## config.mk

```make
export PLATFORM = sky130hd
export DESIGN_NAME = mips_decode_stage
export DESIGN_NICKNAME = d
export VERILOG_FILES = /design/src/rtl/mips_decode_stage.sv
export SDC_FILE = /design/constraint.sdc
export NUM_CORES = 1
export LEC_CHECK = 0
export BUFFER_PORTS_ARGS = -buffer_cell sky130_fd_sc_hd__buf_2
export CAP_MARGIN = 5
export CORE_AREA = 10 10 137 139
export CTS_CLUSTER_DIAMETER = 150
export DETAILED_ROUTE_END_ITERATION = 8
export DIE_AREA = 0 0 147 149
export GPL_ROUTABILITY_DRIVEN = 0
export PLACE_DENSITY = 0.82
export SYNTH_ARGS = -nofsm -noshare
export SYNTH_HDL_FRONTEND = slang
export SYNTH_SLANG_ARGS = --single-unit
```

## constraint.sdc

```tcl
create_clock -name CLK -period 4.2 [get_ports CLK]
set_clock_uncertainty 0.2 [all_clocks]
set_input_delay 0.84 -clock CLK [delete_from_list [all_inputs] [get_ports CLK]]
set_output_delay 0.84 -clock CLK [all_outputs]
set_load 0.01 [all_outputs]
```

## src/rtl/mips_decode_stage.sv

```systemverilog
// ID stage: decode, regfile read addressing, EX/WB operand forwarding, load-use detection; 1 cycle IF/ID -> ID/EX.
// stall_in freezes the ID/EX register; stall_out holds PC and IF/ID for the single cycle a load-use needs.
module mips_decode_stage #(
  parameter int DATA_W   = 32,
  parameter int REG_AW   = 5,
  parameter int LINK_REG = 31
) (
  input  logic              CLK,
  input  logic              reset,
  input  logic              valid_in,
  input  logic [31:0]       instr_in,
  input  logic [31:0]       pc_in,
  input  logic              stall_in,
  input  logic              flush,
  output logic [REG_AW-1:0] rs_addr,
  output logic [REG_AW-1:0] rt_addr,
  input  logic [DATA_W-1:0] rs_data,
  input  logic [DATA_W-1:0] rt_data,
  input  logic              ex_wr_en,
  input  logic              ex_is_load,
  input  logic [REG_AW-1:0] ex_wr_addr,
  input  logic [DATA_W-1:0] ex_wr_data,
  input  logic              wb_wr_en,
  input  logic [REG_AW-1:0] wb_wr_addr,
  input  logic [DATA_W-1:0] wb_wr_data,
  output logic              stall_out,
  output logic              valid_out,
  output logic [31:0]       pc_out,
  output logic [DATA_W-1:0] op_a,
  output logic [DATA_W-1:0] op_b,
  output logic [31:0]       imm_out,
  output logic [REG_AW-1:0] rd_out,
  output logic              wr_en_out,
  output logic [5:0]        opcode_out,
  output logic [5:0]        funct_out,
  output logic [4:0]        shamt_out
);

  localparam logic [REG_AW-1:0] LINK = REG_AW'(LINK_REG);

  typedef struct packed {
    logic              valid;
    logic              wr_en;
    logic [31:0]       pc;
    logic [DATA_W-1:0] op_a;
    logic [DATA_W-1:0] op_b;
    logic [31:0]       imm;
    logic [REG_AW-1:0] rd;
    logic [5:0]        opcode;
    logic [5:0]        funct;
    logic [4:0]        shamt;
  } idex_t;

  logic [5:0]        opcode;
  logic [5:0]        funct;
  logic [15:0]       imm16;
  logic              uses_rs;
  logic              uses_rt;
  logic              wr_dec;
  logic              zext;
  logic [REG_AW-1:0] rd_dec;
  logic              wr_en_dec;
  logic [31:0]       imm_ext;
  logic [DATA_W-1:0] fwd_a;
  logic [DATA_W-1:0] fwd_b;
  logic              ld_hit;
  logic              bubble;
  idex_t             idex_d;
  idex_t             idex_q;

  assign opcode  = instr_in[31:26];
  assign funct   = instr_in[5:0];
  assign imm16   = instr_in[15:0];
  assign rs_addr = instr_in[25:21];
  assign rt_addr = instr_in[20:16];

  always_comb begin
    uses_rs = 1'b1;
    uses_rt = 1'b0;
    wr_dec  = 1'b0;
    zext    = 1'b0;
    case (opcode)
      6'h00:                      begin uses_rt = 1'b1; wr_dec = (funct != 6'h08); end
      6'h02:                      uses_rs = 1'b0;
      6'h03:                      begin uses_rs = 1'b0; wr_dec = 1'b1; end
      6'h04, 6'h05:               uses_rt = 1'b1;
      6'h08, 6'h09, 6'h0A, 6'h0B: wr_dec = 1'b1;
      6'h0C, 6'h0D, 6'h0E:        begin wr_dec = 1'b1; zext = 1'b1; end
      6'h0F:                      begin uses_rs = 1'b0; wr_dec = 1'b1; end
      6'h20, 6'h21, 6'h22,
      6'h23, 6'h24, 6'h25:        wr_dec = 1'b1;
      6'h28, 6'h29, 6'h2A, 6'h2B: uses_rt = 1'b1;
      default:                    ;
    endcase
  end

  assign rd_dec    = (opcode == 6'h00) ? instr_in[15:11] :
                     (opcode == 6'h03) ? LINK : instr_in[20:16];
  assign wr_en_dec = wr_dec && (rd_dec != '0);
  assign imm_ext   = zext ? {16'h0000, imm16} : {{16{imm16[15]}}, imm16};

  // A load in EX has no data yet, so it never forwards; WB also covers the same-edge regfile write.
  always_comb begin
    fwd_a = rs_data;
    if (rs_addr == '0)                                             fwd_a = '0;
    else if (ex_wr_en && !ex_is_load && (ex_wr_addr == rs_addr))   fwd_a = ex_wr_data;
    else if (wb_wr_en && (wb_wr_addr == rs_addr))                  fwd_a = wb_wr_data;

    fwd_b = rt_data;
    if (rt_addr == '0)                                             fwd_b = '0;
    else if (ex_wr_en && !ex_is_load && (ex_wr_addr == rt_addr))   fwd_b = ex_wr_data;
    else if (wb_wr_en && (wb_wr_addr == rt_addr))                  fwd_b = wb_wr_data;
  end

  assign ld_hit    = valid_in && ex_wr_en && ex_is_load && (ex_wr_addr != '0);
  assign stall_out = ld_hit && ((uses_rs && (ex_wr_addr == rs_addr)) ||
                                (uses_rt && (ex_wr_addr == rt_addr)));
  assign bubble    = flush || stall_out;

  always_comb begin
    idex_d        = '0;
    idex_d.valid  = valid_in && !bubble;
    idex_d.wr_en  = wr_en_dec && valid_in && !bubble;
    idex_d.pc     = pc_in;
    idex_d.op_a   = fwd_a;
    idex_d.op_b   = fwd_b;
    idex_d.imm    = imm_ext;
    idex_d.rd     = rd_dec;
    idex_d.opcode = opcode;
    idex_d.funct  = funct;
    idex_d.shamt  = instr_in[10:6];
  end

  always_ff @(posedge CLK or negedge reset) begin
    if (!reset) begin
      idex_q <= '0;
    end else if (!stall_in) begin
      idex_q <= idex_d;
    end
  end

  assign valid_out  = idex_q.valid;
  assign wr_en_out  = idex_q.wr_en;
  assign pc_out     = idex_q.pc;
  assign op_a       = idex_q.op_a;
  assign op_b       = idex_q.op_b;
  assign imm_out    = idex_q.imm;
  assign rd_out     = idex_q.rd;
  assign opcode_out = idex_q.opcode;
  assign funct_out  = idex_q.funct;
  assign shamt_out  = idex_q.shamt;

endmodule

```

---- Word-level counts from Yosys, hierarchy flattened ----
Index checks and enable logic that the tools add are counted.
storage, ports and cells
  register bits ........................... 152
  word-level logic and storage cells ...... 78
cells by class
  equal/unequal tests ..................... 27
  muxes and demuxes ....................... 13
  reduce and logical (&&, ||, !) cells .... 28
operators by type and width
  operator              number
  $mux W32              7
  $eq A6 B6 Y1 const B  10
  $eq A6 B4 Y1 const B  8
  $eq A5 B5 Y1          4
  $logic_and A1 B1 Y1   15
  $reduce_or A15 Y1     1
  $eq A6 B2 Y1 const B  2
  $eq A6 B3 Y1 const B  2
  $logic_not A5 Y1      2
  $mux W5               2
  $reduce_bool A5 Y1    2
  $reduce_or A7 Y1      1
  $logic_not A6 Y1      1
  $ne A6 B4 Y1 const B  1
  $reduce_or A3 Y1      2
  $mux W1               3
  $logic_not A1 Y1      2
  $logic_or A1 B1 Y1    2
  $pmux W1 S2           1

---- Depth between registers and ports, before layout ----
Gate-level depths: netlist of the first run.
  depth in word-level cells ............... 9
  mapped depth ............................ 7
  mapped depth without buffers ............ 5

---- Least setup slack after synthesis of the first run ----
Ideal clock, no wire load.
  path type ............................... input port to output port
  start ................................... input port ex_wr_addr[1]
  end ..................................... output port stall_out
  setup slack ............................. 1.336 ns
  path buffers ............................ 0
  stages .................................. 4
  arrival time ............................ 1.824 ns
  cells stage by stage .................... or4_1 -> o2111ai_1 -> a31o_2 -> o32ai_1
on the way
  longest elaborated chain between the ends .. 4
RTL lines
  element                                        line      source
  start: declaration                             21        input logic [REG_AW-1:0] ex_wr_addr,
  $eq A5 B5 Y1, on equally long branches         116, 117
  $logic_and A1 B1 Y1, on equally long branches  116, 117
  $logic_or A1 B1 Y1                             116       assign stall_out = ld_hit && ((uses_rs && (ex_wr_addr == rs_addr)) ||
  $logic_and A1 B1 Y1 (*)                        116
  end: declaration                               26        output logic stall_out,
Every way passes the cells marked *; elsewhere a longest branch is shown, timed or not.

---- Worst setup path in the final report of the first run ----
Ends and elaborated chain as after synthesis.

==> metrics, run 1 <==
Max H-tree Level 4; core area 16200 um2; relative max-transition margin 19.7%; nets 1244; clock root buffer clkbuf_16; gr ovfl total 0; final wirelength 27000 um; # fillers 1416; Critical Path Fanout Max 3; gr busiest metal met2; HP Class input pin to async pin; GR Util met3 8.25%; initial antenna violation count 2; TNS Setup 0 ns; VDD IR max 0.000245 V; worst path required time 3.16 ns; Remaining DRCs 0; Post-Synth Adder-Cell Area 0%; Initial Util 42.1%; final setup fails 0; Die X 147 um; Via Count 7007; global-route wire length before repair 40600 um; mux share of post-synthesis cell area 8.76%; Worst Max-Slew Pin Slew 1.20 ns; Die Height 149 um; LEAKAGE 0.00449 uW; main combinational cell family by area after synthesis compound AO/OA/AOI/OAI gates; area grow syn2layout 35.2%; mean post-synth cell area 9.37 um2; Rows 47; R2R cell count 2; critical path's top delay family compound AO/OA/AOI/OAI gates; Place WS 0.967 ns; area of the die 21900 um2; layout cells sized above 1 46.3%; XOR/XNOR Fraction of Synth Area 2.57%; crit path DAT 2.22 ns; CP bufs+invs 2; DR WL/cell 21.3 um; Worst-Skew Late Latency 0.40 ns; Post-DRT Antenna Nets 0; Reg clk slew, reported paths 0.06 ns; sequential element share of the synthesized area 46.3%; fmax 307 MHz; M2 GR Usage 38.2%; fin crit share 77.5%; FF/Latch Area 3150 um2; pwr dens 398 nW/um2; post-CTS setup buffers 0; CP peak stage delay 0.52 ns; CP Cell Sequence buf_2 -> or4_1 -> o2111ai_1 -> a31o_2 -> o32ai_1 -> buf_2; min Tclk post-route 3.26 ns; Final Hold Viols 0; clock tree buffer depth 2; met1 Track Usage GR 27.0%; slowest library cell on the worst path or4_1; 1st-pass router iterations 5; cts bufs inserted 17; synthesized flop and latch total 126; CTS resizes 0; CTS tree done; DRT iter0 DRCs 418; post-DP HPWL 20300 um; area occupied by multi-input gates 3180 um2; Port Buffers 372; Synth Area in Simple Gates 15.7%; hold buffer count at cts 0; r2r endpoint imm_out[30]; Crit path top cell by count buf_2; Total GRT Usage 23.2%; fin worst setup slack 0.944 ns; CP Class input pin to output port; Synth cell types 41; Synth Warn # 0; mapped cell area 6820 um2; largest net degree at the start of global routing 65; vias per cell 5.53; Reg2Reg Launch Point imm_out[30]; status completed; Final Max Slew Viols 0; number of global-route vias before repair 7087; Setup crit end kind output port; post-synthesis cell count 727; Critical Path Source Type input pin; internal reg-to-reg setup slack 3.16 ns; maxcap violations 0; syn nets 937; I/O Pins 373; RSZ-0062 raised after global routing false; Compound-Gate Fraction of Synth Area 19.1%; clk sink count 126
==> power breakdown <==
group / internal (uW) / switching [uW]
Sequential: 1340 / 70.8
Clock: 971 / 565
Combinational: 308 / 417
==> per-stage QoR <==
stage	power (uW)	area [um2]	cells	hold WS [ns]	utilization, %
3_5_place_dp	2160	8600	1235	0.268	53.2
5_1_grt	3820	9220	1267	0.280	57.0
3_3_place_gp	2140	8600	1235	0.262	53.2
4_1_cts	3700	9220	1267	0.245	57.0
2_1_floorplan	1780	6820	727	0.319	-
6_report	3670	9220	1268	0.235	57.0
==> layout by cell type (no fill, tap or decap), types with 2 or more instances in the layout <==
master | synthesis | final
o31ai_1 | 32 | 32
and3_1 | 64 | 64
o21ai_0 | 128 | 128
clkinv_4 | 0 | 4
and4_1 | 2 | 2
clkinv_2 | 0 | 2
mux2_2 | 53 | 53
o21ai_1 | 11 | 11
nand3_1 | 34 | 34
a21oi_2 | 1 | 2
nand4_1 | 2 | 2
clkbuf_8 | 0 | 2
xnor2_1 | 11 | 11
bufinv_16 | 0 | 3
inv_6 | 0 | 2
a211oi_1 | 32 | 32
clkbuf_16 | 0 | 17
and2_1 | 2 | 2
o22ai_1 | 5 | 5
nor2_1 | 6 | 6
nor3_1 | 6 | 5
dfrtp_1 | 126 | 126
xor2_1 | 9 | 9
buf_2 | 0 | 370
buf_4 | 36 | 15
or2_2 | 2 | 2
nand2_1 | 81 | 80
==> worst max-delay path by stage <==
stage	from	to	slack, ns	depth (start not counted)
global placement	ex_wr_addr[1]	stall_out	1.01	6
detailed placement	ex_wr_addr[1]	stall_out	0.97	6
floorplan	ex_wr_addr[1]	stall_out	1.34	4
global route	instr_in[16]	stall_out	0.89	6
finish	ex_wr_addr[1]	stall_out	0.94	6
CTS	ex_wr_addr[1]	stall_out	0.95	6
==> synthesized netlist by cell type <==
library cell	number	area, um2
o21ai_0	128	641
dfrtp_1	126	3150
nand2_1	81	304
and3_1	64	400
clkbuf_1	61	229
mux2_2	53	597
buf_4	36	270
nand3_1	34	170
a211oi_1	32	240
o31ai_1	32	240
o21ai_1	11	55.1
xnor2_1	11	96.3
xor2_1	9	78.8
nor2_1	6	22.5
nor3_1	6	30.0
o22ai_1	5	31.3
a21oi_1	3	15.0
and2_1	2	12.5
and4_1	2	17.5
nand2b_1	2	12.5
nand4_1	2	12.5
or2_2	2	12.5
a21oi_2	1	8.76
a221oi_1	1	8.76
a22oi_1	1	7.51
a31o_2	1	8.76
a31oi_1	1	6.26
buf_6	1	11.3
inv_1	1	3.75
nor4_2	1	12.5
nor4b_1	1	8.76
o2111ai_1	1	8.76
o22a_1	1	8.76
o32ai_1	1	8.76
o41ai_2	1	16.3
or2_4	1	8.76
or3_1	1	6.26
or3_4	1	11.3
or4_1	1	7.51
or4_4	1	11.3
or4b_2	1	10.0
==> cell families (layout without fill, tap and decap cells) <==
kind of cell	Yosys count	after routing
compound gates	220	220
simple gates	209	209
flops	126	126
buf+inv	99	419
mux	53	53
xor+xnor	20	20
other cells	0	1
==> cell type report <==
type / count / share of cell area [%]
timing repair buffer: 386 / 21.5
multi-input combinational: 502 / 34.5
clock buffer: 20 / 4.95
sequential: 126 / 34.2
clock inverter: 12 / 1.74
antenna: 1 / 0.0271
inverter: 1 / 0.0407
tap: 220 / 2.99
==> metal layers <==
metal | part of all wire (%) | vias to the layer above
li1 | - | 3211
met1 | 38 | 3298
met2 | 48 | 427
met3 | 11 | 67
met4 | 3.2 | 4
met5 | 0.085 | -
==> registers in the layout, summed over array words and instances, names as in the netlist <==
register    flops
op_a           32
op_b           32
pc_out         32
imm_out        17
opcode_out      6
rd_out          5
valid_out       1
wr_en_out       1
Note: power is estimated with default switching activity, not from simulation.
==> run 2, diff against run 1 <==
CORE_AREA = 10 10 138 140   (was 10 10 137 139)
DIE_AREA = 0 0 148 150   (was 0 0 147 149)
PLACE_DENSITY = 0.81   (was 0.82)
clock period = 3.03 ns   (was 4.2 ns; I/O delays follow)
==> metrics, run 2 (synthesis results as in run 1) <==
CTS tree done; number of global-route vias before repair 7324 (+3.3%); WL met2 13900 um (+6.9%); Rows 47 (unchanged); Via Count 7131 (+1.8%); relative max-transition margin 57.5% (+38 points); final instance area 9320 um2 (+1.1%); Final Hold Viols 0 (unchanged); min Tclk post-route 2.78 ns; DR WL/cell 21.9 um (+3.0%); Total GRT Usage 24.2% (+1.0 points); LEAKAGE 0.00454 uW (+1.0%); status completed; TNS Setup 0 ns (unchanged); most frequent cells in the layout buf_2, o21ai_0, dfrtp_1, nand2_1, and3_1; Critical Path Fanout Max 6 (+3); Post-DRT Antenna Nets 0 (unchanged); layout cells sized above 1 46.7% (+0.40 points); cts bufs inserted 17 (unchanged); pwr dens 558 nW/um2 (+40%); overall power 5200 uW (+42%); clock tree buffer depth 2 (unchanged); Reg clk slew, reported paths 0.06 ns (about the same); Critical Path Source Type input pin; clock root buffer clkbuf_16; core area 16300 um2 (+1.1%); Reg2Reg Launch Point imm_out[30]; Worst-Skew Late Latency 0.40 ns (about the same); Worst Max-Slew Pin Slew 0.637 ns (-0.564 ns); nets 1250 (+0.48%); area of the die 22200 um2 (+1.4%); CP Class input pin to output port; worst path required time 2.22 ns (-0.94 ns); VDD IR max 0.000368 V (+50%); CTS resizes 0 (unchanged); fin crit share 91.9%; post-CTS setup buffers 0 (unchanged); metal3 WL 3020 um (+4.4%); post-DP HPWL 20700 um (+1.7%); Place WS 0.239 ns (-0.728 ns); RSZ-0062 raised after global routing false; final setup fails 0 (unchanged); Setup crit end kind output port; Final Max Slew Viols 0 (unchanged); maxcap violations 0 (unchanged); area grow syn2layout 36.8%; Max H-tree Level 4 (unchanged); crit path DAT 1.98 ns (-0.24 ns); HP Class input pin to async pin; fin worst setup slack 0.246 ns (-0.698 ns); most common cell after layout, fill and taps aside buf_2; r2r endpoint imm_out[30]; R2R cell count 2 (unchanged); Die Height 150 um (+0.67%); top layer in use met4; Die X 148 um (+0.68%); Post-Place Cell Area 8670 um2 (+0.81%); global-route wire length before repair 42200 um (+4.0%); 1st-pass router iterations 5 (unchanged); # fillers 1476 (+4.2%); Port Buffers 372 (unchanged); I/O Pins 373 (unchanged); DRT iter0 DRCs 458 (+9.6%); gr ovfl total 0 (unchanged); clk sink count 126 (unchanged); largest net degree at the start of global routing 65 (unchanged); Remaining DRCs 0 (unchanged); Initial Util 41.7% (-0.45 points); fmax 359 MHz; internal reg-to-reg setup slack 1.96 ns (-1.20 ns); initial antenna violation count 3 (+1); hold buffer count at cts 0 (unchanged); final wirelength 28000 um (+3.7%); Metal-1 WL 10300 um (+1.1%); vias per cell 5.58 (+1.1%)
-- run 2: cell count changes in the layout (fill, tap and decap cells not counted), moves of 2 or more --
cell      before  now
buf_12         1    3
buf_4         15   19
clkinv_4       4    2
diode_2        1    4
inv_6          2    4
-- run 2: cell type report --
| cell class | instances | area (um2) | area share (%) |
|---|---|---|---|
| clock inverter | 14 | 204 | 2.19 |
| antenna | 4 | 10.0 | 0.107 |
| inverter | 1 | 3.75 | 0.0403 |
| tap | 220 | 275 | 2.95 |
| timing repair buffer | 392 | 2050 | 22.0 |
| sequential | 126 | 3150 | 33.8 |
| multi-input combinational | 502 | 3180 | 34.1 |
| clock buffer | 18 | 439 | 4.71 |
-- run 2: critical path: stages --
cell,delay (ns)
buf_2,0.15
xor2_1,0.15
nor3_1,0.31
nand2_1,0.11
o32ai_1,0.43
buf_2,0.22
-- run 2: power breakdown --
group | switching [uW] | internal (uW) | leakage [uW] | total (uW)
Sequential | 94.6 | 1850 | 0.00151 | 1950
Combinational | 594 | 436 | 0.00272 | 1030
Clock | 806 | 1420 | 0.000310 | 2220
-- run 2: how the worst max path moves through the flow --
stage	from	end	cells after the start
3_3_place_gp	instr_in[18]	stall_out	6
4_1_cts	ex_wr_addr[1]	stall_out	6
6_report	instr_in[18]	stall_out	6
3_5_place_dp	instr_in[18]	stall_out	6
5_1_grt	ex_wr_addr[1]	stall_out	6
2_1_floorplan	ex_wr_addr[1]	stall_out	4
-- run 2: metal layers --
layer  up-vias  global-route usage, %
li1       3225                      -
met1      3400                   27.4
met2       458                   41.2
met3        48                   8.45
met4         0                   9.56
met5         -                      0
-- run 2: stage by stage --
stage / instances / util, % / hold slack [ns]
after detailed placement: 1241 / 53.0 / 0.269
after global placement: 1241 / 53.0 / 0.261
after floorplan: 727 / - / 0.110
after CTS: 1273 / 57.0 / 0.0196
final: 1277 / 57.0 / 0.00912
after global routing: 1274 / 57.0 / 0.0442
==> run 3, diff against run 2 <==
PLACE_DENSITY = 0.87   (was 0.81)
==> metrics, run 3 (synthesis results as in run 1) <==
most frequent cells in the layout buf_2, o21ai_0, dfrtp_1, nand2_1, and3_1; Fin Hold WS 0.226 ns (+0.217 ns); pwr dens 546 nW/um2 (-2.1%); R2R cell count 2 (unchanged); top layer in use met5; Worst-Skew Late Latency 0.40 ns (about the same); Port Buffers 372 (unchanged); number of global-route vias before repair 7536 (+2.9%); fin crit share 92.7% (+0.78 points); I/O Pins 373 (unchanged); clock root buffer clkbuf_16; Die X 148 um (unchanged); final setup fails 0 (unchanged); metal3 WL 3150 um (+4.5%); VDD IR max 0.000339 V (-7.7%); Initial Util 41.7% (unchanged); Final Max Slew Viols 0 (unchanged); HP Class input pin to register; Final Hold Viols 0 (unchanged); area of the die 22200 um2 (unchanged); WL met2 13700 um (-1.2%); internal reg-to-reg setup slack 1.95 ns (about the same); core area 16300 um2 (unchanged); final wirelength 28100 um (+0.53%); Reg2Reg Launch Point imm_out[30]; Metal-1 WL 10300 um (-0.22%); most common cell after layout, fill and taps aside buf_2; DRT iter0 DRCs 600 (+31%); 1st-pass router iterations 5 (unchanged); CTS tree done; TNS Setup 0 ns (unchanged); Place WS 0.211 ns (-0.0275 ns); diodes inserted 0 (-4); RSZ-0062 raised after global routing false; LEAKAGE 0.00452 uW (-0.34%); status completed; Setup crit end kind output port; Post-DRT Antenna Nets 0 (unchanged); worst path required time 2.22 ns (about the same); hold path depth 2; CP Class input pin to output port; DR WL/cell 22.1 um (+0.76%); fin worst setup slack 0.223 ns (-0.0236 ns); relative max-transition margin 54.3% (-3.3 points); Critical Path Source Type input pin; largest net degree at the start of global routing 67 (+3.1%); Via Count 7256 (+1.8%); initial antenna violation count 1 (-2); cts bufs inserted 17 (unchanged); Critical Path Fanout Max 6 (unchanged); gr ovfl total 0 (unchanged); r2r endpoint imm_out[30]; vias per cell 5.70 (+2.0%); fmax 356 MHz (-0.84%); global-route wire length before repair 42700 um (+1.2%); crit path DAT 2.00 ns (+0.02 ns); area grow syn2layout 36.5%; Die Height 150 um (unchanged); nets 1252 (+0.16%); clk sink count 126 (unchanged); Hold Path Origin pc_in[12]; Reg clk slew, reported paths 0.06 ns (about the same); Remaining DRCs 0 (unchanged); worst hold endpoint pc_out[12]; Max H-tree Level 4 (unchanged); post-DP HPWL 21100 um (+2.2%); Worst Max-Slew Pin Slew 0.684 ns (+0.0468 ns); clock tree buffer depth 2 (unchanged); CTS resizes 0 (unchanged); maxcap violations 0 (unchanged); Rows 47 (unchanged); min Tclk post-route 2.81 ns (+0.0236 ns); Total GRT Usage 24.3% (+0.045 points); layout cells sized above 1 46.7% (about the same)
[run 3: cell types whose count changed in the layout (fill, tap and decap cells not counted)]
cell           previous run  this run
dlygate4sd3_1             0         1
inv_8                     1         0
inv_6                     4         2
bufinv_16                 4         3
buf_12                    3         4
clkinv_2                  1         2
diode_2                   4         0
clkinvlp_4                2         4
[run 3: area by class of cell]
| cell class | instances | area (um2) |
|---|---|---|
| sequential | 126 | 3150 |
| fill | 1484 | 7050 |
| tap | 220 | 275 |
| clock buffer | 18 | 439 |
| clock inverter | 13 | 165 |
| multi-input combinational | 502 | 3180 |
| inverter | 1 | 3.75 |
| timing repair buffer | 394 | 2080 |
[run 3: critical path, cell delays in order]
cell and delay, ns:
buf_2 0.15, xor2_1 0.15, nor3_1 0.30, nand2_1 0.10, o32ai_1 0.47, buf_2 0.23
[run 3: per-stage QoR]
stage	area, um2	utilization [%]	total power, uW	std cells
after floorplan	6820	-	2470	727
after global placement	8690	53.1	2970	1242
after detailed placement	8690	53.1	3010	1242
after CTS	9300	56.9	5120	1274
after global routing	9300	56.9	5310	1274
final	9300	56.9	5080	1274
[run 3: report_power, final]
part	total (uW)	internal (uW)	switching (uW)
combinational	1030	437	593
clock	2100	1320	782
sequential	1950	1850	99.0
[run 3: what timing repair did]
item / in CTS / in global routing
setup endpoints to repair: 0 / 0
endpoints found under the hold margin: 13 / 0
setup buffers: 0 / 0
hold buffers: 1 / 0
[run 3: worst max path at each step]
stage | startpoint | end | slack, ns
after global routing | instr_in[18] | stall_out | 0.08
after floorplan | ex_wr_addr[1] | stall_out | 0.63
after CTS | instr_in[18] | stall_out | 0.22
after global placement | instr_in[18] | stall_out | 0.28
final | instr_in[18] | stall_out | 0.22
after detailed placement | instr_in[18] | stall_out | 0.21
[run 3: layer usage]
metal | vias up | GRT usage, %
li1 | 3223 | -
met1 | 3423 | 27.6
met2 | 527 | 40.3
met3 | 81 | 9.09
met4 | 2 | 10.3
met5 | - | 0
